### config.mk
export PLATFORM = sky130hd
export DESIGN_NAME = logic_seq
export DESIGN_NICKNAME = d
export VERILOG_FILES = /design/src/rtl/logic_seq_pkg.sv /design/src/rtl/logic_seq_decode.sv /design/src/rtl/logic_seq.sv
export SDC_FILE = /design/constraint.sdc
export NUM_CORES = 1
export LEC_CHECK = 0
export ABC_AREA = 1
export BUFFER_PORTS_ARGS = -buffer_cell sky130_fd_sc_hd__buf_2
export CORE_MARGIN = 3
export CORE_UTILIZATION = 42
export CTS_CLUSTER_DIAMETER = 50
export DETAILED_ROUTE_END_ITERATION = 8
export PLACE_DENSITY = 0.82
export SYNTH_ARGS = -nofsm -noshare
export SYNTH_HDL_FRONTEND = slang
export SYNTH_SLANG_ARGS = --single-unit
export TNS_END_PERCENT = 30
### constraint.sdc
create_clock -name clk -period 1.8 [get_ports clk]
set_input_delay 0.18 -clock clk [delete_from_list [all_inputs] [get_ports clk]]
set_output_delay 0.18 -clock clk [all_outputs]
set_load 0.05 [all_outputs]
### src/rtl/logic_seq_pkg.sv
// logic_seq_pkg
//   Shared constants for the logic-unit sequencer:
//   - logic-unit op codes (3-bit, as issued on lu_op)
//   - extended compound request codes (4-bit, as received on in_op)
//   - sequencer FSM state encodings
package logic_seq_pkg;

  // Logic-unit primitive op codes
  localparam logic [2:0] LU_CLR  = 3'd0;
  localparam logic [2:0] LU_NOT  = 3'd1;
  localparam logic [2:0] LU_XOR  = 3'd2;
  localparam logic [2:0] LU_AND  = 3'd3;
  localparam logic [2:0] LU_PASS = 3'd4;
  localparam logic [2:0] LU_OR   = 3'd5;
  localparam logic [2:0] LU_ONES = 3'd6;

  // Compound request codes, each built from two logic-unit passes
  localparam logic [3:0] SEQ_NAND = 4'd8;
  localparam logic [3:0] SEQ_NOR  = 4'd9;
  localparam logic [3:0] SEQ_XNOR = 4'd10;
  localparam logic [3:0] SEQ_ANDN = 4'd11;

  // Sequencer FSM states
  localparam logic [2:0] ST_IDLE  = 3'd0;
  localparam logic [2:0] ST_EXEC1 = 3'd1;
  localparam logic [2:0] ST_EXEC2 = 3'd2;
  localparam logic [2:0] ST_CAPT  = 3'd3;
  localparam logic [2:0] ST_RESP  = 3'd4;

endpackage

### src/rtl/logic_seq_decode.sv
// logic_seq_decode
//   Combinational request decoder: maps a 4-bit request code onto one or
//   two logic-unit passes.
// Ports
//   op       in   4  request code
//   illegal  out  1  code has no mapping (7, 12..15)
//   twoPass  out  1  compound op, needs a second pass
//   op1      out  3  logic-unit op for pass 1
//   op2      out  3  logic-unit op for pass 2 (only meaningful if twoPass)
module logic_seq_decode
  import logic_seq_pkg::*;
(
  input  logic [3:0] op,
  output logic       illegal,
  output logic       twoPass,
  output logic [2:0] op1,
  output logic [2:0] op2
);

  always_comb begin
    illegal = 1'b0;
    twoPass = 1'b0;
    op1     = LU_CLR;
    op2     = LU_CLR;
    case (op)
      {1'b0, LU_CLR}, {1'b0, LU_NOT}, {1'b0, LU_XOR}, {1'b0, LU_AND},
      {1'b0, LU_PASS}, {1'b0, LU_OR}, {1'b0, LU_ONES}: begin
        op1 = op[2:0];
      end
      // Pass 2 always works on the pass-1 result fed back as RhsIn.
      SEQ_NAND: begin twoPass = 1'b1; op1 = LU_AND; op2 = LU_NOT; end
      SEQ_NOR:  begin twoPass = 1'b1; op1 = LU_OR;  op2 = LU_NOT; end
      SEQ_XNOR: begin twoPass = 1'b1; op1 = LU_XOR; op2 = LU_NOT; end
      // ANDN: t = ~rhs, then lhs & t
      SEQ_ANDN: begin twoPass = 1'b1; op1 = LU_NOT; op2 = LU_AND; end
      default:  illegal = 1'b1;
    endcase
  end

endmodule

### src/rtl/logic_seq.sv
// logic_seq
//   Sequencer in front of the 1-cycle registered logic unit. Accepts
//   primitive (0..6) and compound (NAND/NOR/XNOR/ANDN) requests over
//   valid/ready, issues one or two logic-unit passes and returns the result
//   over valid/ready. Illegal codes return out_err=1 with out_data=0 and
//   issue no logic-unit pass. One request in flight at a time.
// Configuration
//   LOGIC_SEQ_B2B_EN  when defined, in_ready is also high in RESP while
//                     out_ready=1, so a new request can be accepted on the
//                     same edge the previous result is handed off.
// Ports
//   clk, rst            clock, synchronous active-high reset
//   in_valid/in_ready   request handshake; in_op, in_lhs, in_rhs payload
//   lu_op/lu_lhs/lu_rhs drive to the logic unit (zero when no pass issued)
//   lu_result           logic-unit result, valid one cycle after drive
//   out_valid/out_ready result handshake; out_data, out_err payload
//   busy                FSM not idle
module logic_seq
  import logic_seq_pkg::*;
#(
  parameter int DATA_WIDTH = 16
) (
  input  logic                  clk,
  input  logic                  rst,
  input  logic                  in_valid,
  output logic                  in_ready,
  input  logic [3:0]            in_op,
  input  logic [DATA_WIDTH-1:0] in_lhs,
  input  logic [DATA_WIDTH-1:0] in_rhs,
  output logic [2:0]            lu_op,
  output logic [DATA_WIDTH-1:0] lu_lhs,
  output logic [DATA_WIDTH-1:0] lu_rhs,
  input  logic [DATA_WIDTH-1:0] lu_result,
  output logic                  out_valid,
  input  logic                  out_ready,
  output logic [DATA_WIDTH-1:0] out_data,
  output logic                  out_err,
  output logic                  busy
);

  logic [2:0]            state;
  logic                  decIllegal;
  logic                  decTwoPass;
  logic [2:0]            decOp1;
  logic [2:0]            decOp2;
  logic                  twoPassR;
  logic [2:0]            op1R;
  logic [2:0]            op2R;
  logic [DATA_WIDTH-1:0] lhsR;
  logic [DATA_WIDTH-1:0] rhsR;
  logic                  outValidR;
  logic [DATA_WIDTH-1:0] outDataR;
  logic                  outErrR;
  logic                  accept;

  logic_seq_decode uDecode (
    .op      (in_op),
    .illegal (decIllegal),
    .twoPass (decTwoPass),
    .op1     (decOp1),
    .op2     (decOp2)
  );

  always_comb begin
`ifdef LOGIC_SEQ_B2B_EN
    in_ready = !rst && ((state == ST_IDLE) || ((state == ST_RESP) && out_ready));
`else
    in_ready = !rst && (state == ST_IDLE);
`endif
  end

  assign accept = in_valid && in_ready;

  // Captured request: data only, no reset needed.
  always_ff @(posedge clk) begin
    if (accept) begin
      twoPassR <= decTwoPass;
      op1R     <= decOp1;
      op2R     <= decOp2;
      lhsR     <= in_lhs;
      rhsR     <= in_rhs;
    end
  end

  always_ff @(posedge clk) begin
    if (rst) begin
      state     <= ST_IDLE;
      outValidR <= 1'b0;
      outDataR  <= '0;
      outErrR   <= 1'b0;
    end else begin
      case (state)
        ST_EXEC1: state <= twoPassR ? ST_EXEC2 : ST_CAPT;
        ST_EXEC2: state <= ST_CAPT;
        ST_CAPT: begin
          outDataR  <= lu_result;
          outErrR   <= 1'b0;
          outValidR <= 1'b1;
          state     <= ST_RESP;
        end
        ST_RESP: begin
          if (out_ready) begin
            outValidR <= 1'b0;
            state     <= ST_IDLE;
          end
        end
        default: state <= ST_IDLE;
      endcase
      // Accept is only possible in IDLE, or in RESP on the hand-off edge
      // when back-to-back issue is enabled; it overrides the moves above.
      if (accept) begin
        if (decIllegal) begin
          outDataR  <= '0;
          outErrR   <= 1'b1;
          outValidR <= 1'b1;
          state     <= ST_RESP;
        end else begin
          state <= ST_EXEC1;
        end
      end
    end
  end

  // Logic-unit drive: pass 2 feeds the pass-1 result straight back as RhsIn.
  always_comb begin
    lu_op  = LU_CLR;
    lu_lhs = '0;
    lu_rhs = '0;
    case (state)
      ST_EXEC1: begin
        lu_op  = op1R;
        lu_lhs = lhsR;
        lu_rhs = rhsR;
      end
      ST_EXEC2: begin
        lu_op  = op2R;
        lu_lhs = lhsR;
        lu_rhs = lu_result;
      end
      default: ;
    endcase
  end

  assign out_valid = outValidR;
  assign out_data  = outDataR;
  assign out_err   = outErrR;
  assign busy      = (state != ST_IDLE);

endmodule

* Word level (Yosys, flattened, before mapping)
Index checks and enable logic that the tools add are counted.
** Word-level totals
- Word-level logic and storage cells :: 56
- Bits in registers :: 60
- Output and inout port bits :: 55
** Cells by class
- Equal/unequal tests :: 15
- Reduce and logical (&&, ||, !) cells :: 11
- Muxes and demuxes :: 21
** Operators by type and width (count)
- 2-to-1 mux 16 bit :: 4
- case mux 16 bit (2 select lines) :: 1
- == test 4 bit (second input constant) :: 4
- case mux 3 bit (5 select lines) :: 1
- == test 4 x 3 -> 1 bit (second input constant) :: 3
- case mux 3 bit (4 select lines) :: 1
- OR reduction 11 bit :: 1
- 2-to-1 mux 3 bit :: 3
- == test 4 x 2 -> 1 bit (second input constant) :: 2
- 2-to-1 mux 1 bit :: 8
- OR reduction 7 bit :: 1
- == test 3 x 2 -> 1 bit (second input constant) :: 2
- case mux 3 bit (2 select lines) :: 1
- == test 4 x 1 -> 1 bit (second input constant) :: 1
- logical NOT 4 bit :: 1
- case mux 2 bit (2 select lines) :: 1
- OR reduction 4 bit :: 1
- == test 3 x 1 -> 1 bit (second input constant) :: 1
- == test 3 bit (second input constant) :: 1
- logical NOT 3 bit :: 1
- != test 3 bit (second input constant) :: 1
- nonzero test 3 bit :: 1
- OR reduction 3 bit :: 1
- logical AND 1 bit :: 2
- 3 further kinds :: 3

* Longest topological paths before layout
Gate-level depths: netlist (run 1).
- Word-level depth :: 4
- Depth in mapped cells :: 7

* Hierarchy
A second synthesis (run 1) with hierarchy kept.
** Second synthesis, totals
- Cell total of the unflattened synthesis :: 258
- Area, all modules :: 2533.7 um^2
** By module, submodules not included
- logic_seq :: times used 1, area each 2429.8 um^2, cells an instance 233
- logic_seq_decode :: times used 1, area each 103.8 um^2, cells an instance 25

* Least setup slack after synthesis (run 1)
No wires, ideal clock.
- Path type :: register to output
- Start point :: reg state[0]
- End point :: out lu_rhs[0]
- Data required time :: 1.620 ns
- Arrival :: 1.868 ns
- Buffers on the path :: 1
- Cell stages (with the launch flop) :: 4
- Path slack :: -0.248 ns
- Cells stage by stage :: dfxtp_1 nand3_1 buf_2 o21ai_0
** Between the ends
- Longest elaborated chain between the ends :: 2
** RTL lines
- from (decl) :: RTL line logic_seq.sv:41 : logic [2:0] state;
- from (signal assigned) :: RTL line logic_seq.sv:93 : ST_EXEC1: state <= twoPassR ? ST_EXEC2 : ST_CAPT;
- == test 3 x 2 -> 1 bit or == test 3 x 1 -> 1 bit (tied branches) :: RTL line logic_seq.sv:129 : case (state)
- case mux 16 bit (2 select lines) (*) :: RTL line logic_seq.sv:129
- to (decl) :: RTL line logic_seq.sv:32 : output logic [DATA_WIDTH-1:0] lu_rhs,
Every way passes the cells marked *; elsewhere a longest branch is shown, timed or not.

* Worst setup path in the final report (run 1)
- Start point :: reg state[0]
- End point :: out lu_lhs[13]
** Between the ends
- Longest elaborated chain between the ends :: 3
** RTL lines
- == test 3 x 2 -> 1 bit or == test 3 x 1 -> 1 bit (tied branches) :: RTL line logic_seq.sv:129
- OR reduction 2 bit (no source line) (*)
- 2-to-1 mux 16 bit (*) :: RTL line logic_seq.sv:129
- to (decl) :: RTL line logic_seq.sv:31 : output logic [DATA_WIDTH-1:0] lu_lhs,
Marks and branches as above.

==> results of run 1 <==
==> cell families (layout without fill, tap and decap cells) <==
group,Yosys count,after routing
buf+inv,72,199
simple gates,99,99
compound gates,39,39
flops,58,58
==> worst max-delay path by stage <==
stage,from,end,slack (ns),depth (start not counted)
2_1_floorplan,state[0]$_SDFFE_PP0P_,lu_rhs[0],-0.25,3
3_3_place_gp,state[1]$_SDFFE_PP0P_,lu_lhs[2],0.19,6
3_5_place_dp,state[1]$_SDFFE_PP0P_,lu_lhs[11],0.17,6
4_1_cts,state[0]$_SDFFE_PP0P_,lu_rhs[10],0.0002,6
5_1_grt,state[1]$_SDFFE_PP0P_,lu_lhs[13],-0.04,7
6_report,state[0]$_SDFFE_PP0P_,lu_lhs[13],0.07,7
==> timing repair <==
item,in CTS,in global routing
pin swaps,0,1
resized for setup,26,43
endpoints found under the hold margin,0,0
setup endpoints to repair,34,33
==> sequential cells by signal, indices dropped and copies added (netlist names) <==
| name | cells |
|---|---|
| out_data | 16 |
| out_valid | 1 |
| op2R | 2 |
| rhsR | 16 |
| lhsR | 16 |
| state | 3 |
| op1R | 3 |
| out_err | 1 |
==> worst max-delay path: stages, from the launching register on <==
cell and delay [ns]:
dfxtp_2 0.34, buf_4 0.16, nor2_4 0.12, nand2_2 0.09
nand2_2 0.10, inv_6 0.09, nor2_1 0.12, buf_4 0.21
==> through the flow <==
step	TNS, ns	instances
6_report	0	467
5_1_grt	-0.173	467
4_1_cts	0	467
3_5_place_dp	0	451
3_3_place_gp	0	451
2_1_floorplan	-2.42	268
==> layout by cell type, fill, tap and decap left out <==
master | Yosys | routed
buf_12 | 0 | 1
buf_2 | 2 | 81
buf_4 | 1 | 22
buf_6 | 3 | 16
clkbuf_1 | 3 | 2
clkbuf_4 | 0 | 1
clkbuf_8 | 0 | 9
clkinv_1 | 0 | 3
clkinv_2 | 0 | 2
clkinvlp_4 | 0 | 1
dfxtp_1 | 21 | 19
dfxtp_2 | 0 | 2
edfxtp_1 | 37 | 37
inv_1 | 60 | 58
inv_2 | 2 | 2
inv_6 | 0 | 1
nand2_1 | 30 | 30
nand2_2 | 2 | 2
nand3_1 | 22 | 21
nand3_2 | 1 | 1
nand3_4 | 0 | 1
nand4_1 | 1 | 1
nand4_2 | 1 | 1
nor2_1 | 40 | 29
nor2_2 | 0 | 11
nor2_4 | 2 | 2
o21a_1 | 1 | 1
o21ai_0 | 26 | 26
o21ai_1 | 9 | 9
o21bai_4 | 1 | 1
o22ai_1 | 2 | 2
==> power by group through the flow <==
stage / Sequential (mW) / Combinational, mW / Clock [mW]
4_1_cts: 1.53 / 0.989 / 0.985
2_1_floorplan: 1.61 / 0.632 / 0
6_report: 1.54 / 1.05 / 0.940
3_3_place_gp: 1.56 / 0.929 / 0
3_5_place_dp: 1.56 / 0.940 / 0
5_1_grt: 1.54 / 1.12 / 1.05
==> final cells by class <==
type | instances | share of cell area, %
flip-flops and latches | 58 | 44.0
repair buffers | 121 | 22.3
multi-input cells | 138 | 19.8
inverters | 62 | 6.93
clock buffers | 11 | 3.77
well taps | 72 | 2.58
clock inverters | 5 | 0.610
==> per-layer routing <==
layer / wire (µm) / part of all wire (%)
met1: 2350 / 40
met4: 34 / 0.58
met2: 2890 / 50
met5: 0 / 0
met3: 550 / 9.4
==> flow_metrics.tcl, run 1 <==
set metrics [dict create \
    die_y_um 82.9 \
    critPathCaptureType "output port" \
    crit_type "register to output port" \
    place_ws_ns 0.167 \
    min_to "lhsR[11]$_DFFE_PP_" \
    start_kind "register" \
    initial_utilization_pct 44.3 \
    place.gp.congestion 0.863 \
    hold_ws_ns 0.0330 \
    cts_setup_buffers 0 \
    cp_max_fo 17 \
    synth_fp_nets 324 \
    multi_input_area_um2 691 \
    ir_drop_mv 0.607 \
    core_area_mm2 0.00561 \
    rsz0062_at_grt "true" \
    finalSetupViolations 0 \
    synth-simple-area-share_pct 17.6 \
    clkPwrFrac_pct 26.6 \
    ctsHoldBuffers 0 \
    power.leakage_nw 1.75 \
    synth_compound_area_share_pct 8.62 \
    maxSlewHeadroom_pct 70.3 \
    synth_common_cells "60 x inv_1, 40 x nor2_1, 37 x edfxtp_1" \
    rows 27 \
    swShare_pct 34.9 \
    powerDensity_mw_per_mm2 1010 \
    gr-total-overflow 0 \
    synthTopCellsByArea "edfxtp_1 45%, dfxtp_1 17%, inv_1 9.1%" \
    synthArstFlopShare_pct 0 \
    io_buffers 110 \
    gr-max-usage-layer "met2" \
    yosys_warnings 0 \
    p_comb_share_pct 29.8 \
    via_per_inst 4.57 \
    htreeDepth 3 \
    route.vias.total 2133 \
    seqCellArea_mm2 0.00153 \
    drcViolationCount 0 \
    holdCritStartpoint "in_lhs[11]" \
    synth_fa_ha_area_share_pct 0 \
    clk_pin_slew_ns 0.06 \
    hold_depth 1 \
    r2r_start "state[0]$_SDFFE_PP0P_" \
    finClkSkew_ns 0.00354 \
    syn2layout_area_growth_pct 40.5 \
    numCtsBuffers 9 \
    ff2ff_path_depth 5 \
    r2r-end "rhsR[11]$_DFFE_PP_" \
    yosysUniqueCellTypes 22 \
    clock-sinks 58 \
    switchingPower_mw 1.23 \
    power.internal_mw 2.30 \
    ys_seq_area_share_pct 61.7 \
    synth_top_family_by_area "simple AND/OR/NAND/NOR gates" \
    synth_top_area_cell "edfxtp_1" \
    use_met2_pct 27.5 \
    slew_viol_final 0 \
    ioPinCount 111 \
    status "complete, no violations" \
    routed_wirelength_um 5820 \
    max_cap_viol_count 0 \
    layout.nets 446 \
    clk_latency_ns 0.32 \
    muxShareOfSynthArea_pct 0 \
    die_area_mm2 0.00687 \
    synth_top_flop_cell "edfxtp_1" \
    synth_top_area_share_pct 44.8 \
    postSynthAreaPerCell_um2 9.26 \
    gr-usage-met3_pct 6.75 \
    antenna_cells 0 \
    stdcell_area_mm2 0.00349 \
    drive_gt1_share_pct 39.7 \
    drtAntennaViolNets 0 \
    grt_usage_pct 17.0 \
    grt_pass1_vias 2032 \
    dp_hpwl_um 4160 \
    yosys.area_share.xor_xnor_pct 0 \
    setup_slack_ns 0.0733 \
    r2r_setup_slack_ns 0.27 \
    finalPower_mw 3.53 \
    power_frac_seq_pct 43.5 \
    first_pass_iters 6 \
    use_met1_pct 20.5 \
    finalHoldViolCount 0 \
    grt_max_degree 25 \
    synth-edff-count 37 \
    fin_crit_sh_pct 95.9 \
    worstPathArrival_ns 1.55 \
    cts_buffer_depth 2 \
    worst_slew_pin_slew_ns 0.444 \
    grt_antenna_before_repair 0 \
    cp.required_ns 1.62 \
    ys_seq_elements 58 \
    avgRoutedWirePerCell_um 12.5 \
    grt_pass1_wl_um 9400 \
    max_freq_mhz 579 \
    syn_area_mm2 0.00248 \
    final_core_util_pct 62.2 \
    nFillCells 493 \
    hold_class "primary input to register" \
    drt_iter0_markers 49 \
    synth.most_common_cell "inv_1" \
    cts-root-buf "clkbuf_8" \
    min_period_ns 1.73 \
    syn_inst 268 \
    dpl_cell_area_mm2 0.00315 \
    die_w_um 82.9 \
    cts_tree "built" \
]
(Power assumes the default switching activity.)
==> inputs of run 2 (changes only) <==
--- a/config.mk
+++ b/config.mk
@@ -12,6 +12,7 @@
 export CTS_CLUSTER_DIAMETER = 50
 export DETAILED_ROUTE_END_ITERATION = 8
 export PLACE_DENSITY = 0.82
+export SETUP_SLACK_MARGIN = 0.4
 export SYNTH_ARGS = -nofsm -noshare
 export SYNTH_HDL_FRONTEND = slang
 export SYNTH_SLANG_ARGS = --single-unit
==> flow_metrics.tcl, run 2 (same netlist as run 1, synthesis figures left out) <==
set metrics [dict create \
    drt_iter0_markers 63 \
    drive_gt1_share_pct 47.6 \
    slew_viol_final 0 \
    power_frac_seq_pct 39.2 \
    clk_pin_slew_ns 0.07 \
    powerDensity_mw_per_mm2 988 \
    cts_tree "built" \
    fin_crit_sh_pct 90.8 \
    grt_pass1_wl_um 10200 \
    drcViolationCount 0 \
    critPathCaptureType "output port" \
    hold_ws_ns 0.0231 \
    power.internal_mw 2.56 \
    worst_slew_pin_slew_ns 0.444 \
    place_ws_ns 0.286 \
    cp_max_fo 8 \
    avgRoutedWirePerCell_um 13.2 \
    worstPathArrival_ns 1.45 \
    grt_antenna_before_repair 1 \
    ioPinCount 111 \
    syn2layout_area_growth_pct 60.1 \
    numCtsBuffers 9 \
    start_kind "register" \
    htreeDepth 3 \
    rsz0062_at_grt "true" \
    rows 27 \
    maxSlewHeadroom_pct 70.3 \
    grt_usage_pct 18.5 \
    final_common_cell "buf_2" \
    cts-root-buf "clkbuf_8" \
    die_y_um 82.9 \
    gr-total-overflow 0 \
    max_freq_mhz 612 \
    setup_slack_ns 0.165 \
    cts_buffer_depth 2 \
    core_area_mm2 0.00561 \
    finClkSkew_ns 0.00814 \
    finalPower_mw 3.93 \
    grt_max_degree 22 \
    crit_buf_inv 3 \
    clkPwrFrac_pct 27.4 \
    routed_wirelength_um 6240 \
    setup_tns_ns 0 \
    max_cap_viol_count 0 \
    die_area_mm2 0.00687 \
    p_comb_share_pct 33.3 \
    cp_slowest_cell "dfxtp_4" \
    grt_pass1_vias 2265 \
    place.gp.congestion 0.824 \
    die_w_um 82.9 \
    cp.required_ns 1.62 \
    via_per_inst 4.63 \
    status "complete, no violations" \
    crit_type "register to output port" \
    finalHoldViolCount 0 \
    io_buffers 110 \
    swShare_pct 34.9 \
    hold_class "primary input to register" \
    route.vias.total 2191 \
    critPathMaxStageDelay_ns 0.37 \
    dp_hpwl_um 4310 \
    cp_top_family "simple AND/OR/NAND/NOR gates" \
    first_pass_iters 4 \
    final_cell_mix "76 x buf_2, 58 x inv_1, 37 x edfxtp_1, 30 x nand2_1, 30 x buf_6" \
    clock-sinks 58 \
    clk_latency_ns 0.33 \
    min_period_ns 1.63 \
    cpMostUsedCell "nor2_4" \
    drtAntennaViolNets 0 \
    antenna_cells 0 \
    path_cells "inv_4 -> nor2_4 -> nand2_4 -> nand2_8 -> inv_8 -> nor2_4 -> buf_8" \
    ir_drop_mv 0.901 \
    switchingPower_mw 1.37 \
    finalSetupViolations 0 \
    initial_utilization_pct 44.3 \
    layout.nets 452 \
    power.leakage_nw 1.88 \
]
-- run 2: cell count changes in the layout (fill, tap and decap cells not counted), sizes merged --
| cell | change |
|---|---|
| buf | +6 |
| inv | +1 |
| clkinv | -2 |
| clkbuf | +1 |
-- run 2: final cells by class --
cell class                 count  area, µm²
inverter                      62        256
fill                         427       1630
sequential                    58       1540
tap                           72       90.1
timing repair inverter         1       11.3
clock buffer                  13        169
timing repair buffer         126        956
clock inverter                 3       13.8
multi-input combinational    138        936
-- run 2: worst paths after layout --
check	startpoint	to	slack, ns	cells after the start
max	state[1]$_SDFFE_PP0P_	lu_lhs[11]	0.17	7
max reg2reg	state[1]$_SDFFE_PP0P_	lhsR[5]$_DFFE_PP_	0.22	5
min reg2reg	out_err$_SDFF_PP0_	out_err$_SDFF_PP0_	0.47	2
min	in_rhs[9]	rhsR[9]$_DFFE_PP_	0.02	1
-- run 2: power groups by stage --
stage | clock, mW | combinational [mW] | sequential [mW]
after detailed placement | 0 | 1.07 | 1.57
final | 1.08 | 1.31 | 1.54
after CTS | 1.11 | 1.24 | 1.54
after global placement | 0 | 1.06 | 1.57
after global routing | 1.16 | 1.38 | 1.55
after floorplan | 0 | 0.781 | 1.61
-- run 2: timing repair --
action                                  CTS  global route
endpoints found under the setup margin   57            94
setup buffers                             5             2
hold buffers                              0             0
pin swaps                                 2             0
resized for setup                        69            21
gates cloned                              0             1
-- run 2: metal layers --
metal | share of wire, % | wire [µm] | GRT usage, % | up-vias
met2 | 51 | 3180 | 31.6 | 89
met3 | 8.7 | 544 | 7.24 | 8
met5 | 0.14 | 9 | 0 | -
met4 | 1.1 | 66 | 6.24 | 2
met1 | 39 | 2440 | 21.2 | 990
li1 | - | - | - | 1102
-- run 2: per-stage QoR --
stage	utilization [%]	std cells	instance area, µm²
after CTS	68.8	470	3860
after global placement	60.9	449	3410
final	70.9	473	3980
after global routing	70.9	473	3980
after detailed placement	60.9	449	3410
after floorplan	-	268	2760
==> inputs of run 3 (changes only) <==
--- a/config.mk
+++ b/config.mk
@@ -8,10 +8,11 @@
 export ABC_AREA = 1
 export BUFFER_PORTS_ARGS = -buffer_cell sky130_fd_sc_hd__buf_2
 export CORE_MARGIN = 3
-export CORE_UTILIZATION = 42
+export CORE_UTILIZATION = 30
 export CTS_CLUSTER_DIAMETER = 50
 export DETAILED_ROUTE_END_ITERATION = 8
-export PLACE_DENSITY = 0.82
+export HOLD_SLACK_MARGIN = 0.15
+export PLACE_DENSITY = 0.64
 export SETUP_SLACK_MARGIN = 0.4
 export SYNTH_ARGS = -nofsm -noshare
 export SYNTH_HDL_FRONTEND = slang
==> flow_metrics.tcl, run 3 (same netlist as run 1, synthesis figures left out) <==
set metrics [dict create \
    finClkSkew_ns 0.00895 \
    ioPinCount 111 \
    die_area_mm2 0.00940 \
    hold_class "primary input to register" \
    maxSlewHeadroom_pct 68.3 \
    grt_max_degree 30 \
    min_period_ns 1.66 \
    place.gp.congestion 0.802 \
    grt_antenna_before_repair 0 \
    clk_pin_slew_ns 0.07 \
    htreeDepth 3 \
    holdCritStartpoint "lu_result[12]" \
    drcViolationCount 0 \
    ff2ff_path_depth 5 \
    cp_max_fo 9 \
    dpl_cell_area_mm2 0.00341 \
    drive_gt1_share_pct 44.1 \
    status "complete, no violations" \
    die_y_um 97.0 \
    die_w_um 97.0 \
    grt_usage_pct 16.5 \
    ir_drop_mv 0.571 \
    max_cap_viol_count 0 \
    gr-total-overflow 0 \
    setup_tns_ns 0 \
    stdcell_area_mm2 0.00469 \
    numCtsBuffers 9 \
    powerDensity_mw_per_mm2 865 \
    multi_input_area_mm2 0.00103 \
    slew_viol_final 0 \
    routed_wirelength_um 7970 \
    core_area_mm2 0.00789 \
    cts-root-buf "clkbuf_8" \
    via_per_inst 4.38 \
    layout.nets 507 \
    start_kind "register" \
    fin_crit_sh_pct 92.4 \
    seqCellArea_mm2 0.00154 \
    final_core_util_pct 59.4 \
    first_pass_iters 4 \
    r2r_setup_slack_ns 0.23 \
    min_to "out_data[12]$_SDFF_PP0_" \
    avgRoutedWirePerCell_um 14.3 \
    antenna_cells 0 \
    rows 32 \
    r2r-end "rhsR[3]$_DFFE_PP_" \
    worstPathArrival_ns 1.48 \
    drtAntennaViolNets 0 \
    drt_iter0_markers 96 \
    worst_slew_pin_slew_ns 0.475 \
    finalSetupViolations 0 \
    clk_latency_ns 0.33 \
    route.vias.total 2445 \
    critPathCaptureType "output port" \
    final_cell_mix "74 x buf_2, 57 x inv_1, 47 x dlygate4sd3_1, 37 x edfxtp_1, 33 x buf_6" \
    cts_buffer_depth 2 \
    crit_type "register to output port" \
    finalPower_mw 4.05 \
    initial_utilization_pct 31.5 \
    max_freq_mhz 601 \
    hold_depth 3 \
    nFillCells 684 \
    hold_ws_ns 0.176 \
    syn2layout_area_growth_pct 88.8 \
    rsz0062_at_grt "true" \
    dp_hpwl_um 4700 \
    r2r_start "state[0]$_SDFFE_PP0P_" \
    power.leakage_nw 2.14 \
    cp.required_ns 1.62 \
    final_common_cell "buf_2" \
    io_buffers 110 \
    finalHoldViolCount 0 \
    clock-sinks 58 \
    grt_pass1_wl_um 12200 \
    grt_pass1_vias 2547 \
    cts_tree "built" \
]
run 3: cell count changes in the layout (fill, tap and decap cells not counted), sizes merged:
cell	change
clkinv	+3
buf	+5
dlygate4sd3	+47
run 3: what timing repair did:
action                                  in CTS  in global routing
resized for setup                           81                 34
gates cloned                                 2                  3
hold buffers                                47                  0
pin swaps                                    3                  5
endpoints found under the setup margin      65                 94
setup buffers                                6                  7
hold endpoints to repair                    47                  0
run 3: metal layers:
metal	track usage [%]	vias to the layer above	part of all wire, %
met1	17.8	1131	39
met3	5.62	12	6.9
li1	-	1219	-
met5	0	-	0
met2	29.8	83	53
met4	5.72	0	1.4
run 3: where the power goes:
| group | switching [mW] | internal [mW] |
|---|---|---|
| clock | 0.494 | 0.473 |
| combinational | 0.945 | 0.599 |
| sequential | 0.0329 | 1.51 |
run 3: worst max-delay path: stages, from the launching register on:
cell and delay, ns:
dfxtp_4 0.36, inv_6 0.07, nand3_4 0.10, buf_12 0.15, buf_12 0.16, o21ai_4 0.15
buf_8 0.16
run 3: worst max-delay path by stage:
stage	start	endpoint	slack, ns	depth (start not counted)
CTS	state[2]$_SDFFE_PP0P_	lu_op[1]	0.15	5
finish	state[1]$_SDFFE_PP0P_	lu_rhs[4]	0.14	6
global route	state[1]$_SDFFE_PP0P_	lu_rhs[4]	0.08	6
floorplan	state[1]$_SDFFE_PP0P_	lu_lhs[10]	0.35	7
global placement	state[2]$_SDFFE_PP0P_	lu_rhs[7]	0.31	5
detailed placement	state[2]$_SDFFE_PP0P_	lu_rhs[7]	0.25	5
run 3: area by class of cell:
type | instances | area share (%)
repair buffers | 181 | 33.5
inverters | 62 | 5.53
clock buffers | 10 | 2.72
flip-flops and latches | 58 | 32.9
well taps | 102 | 2.72
multi-input cells | 138 | 21.9
clock inverters | 6 | 0.507
repair inverters | 1 | 0.240
run 3: through the flow:
stage | worst slack, ns | std cells
5_1_grt | 0.0826 | 558
6_report | 0.137 | 558
3_5_place_dp | 0.251 | 477
4_1_cts | 0.154 | 548
2_1_floorplan | 0.345 | 268
3_3_place_gp | 0.309 | 477
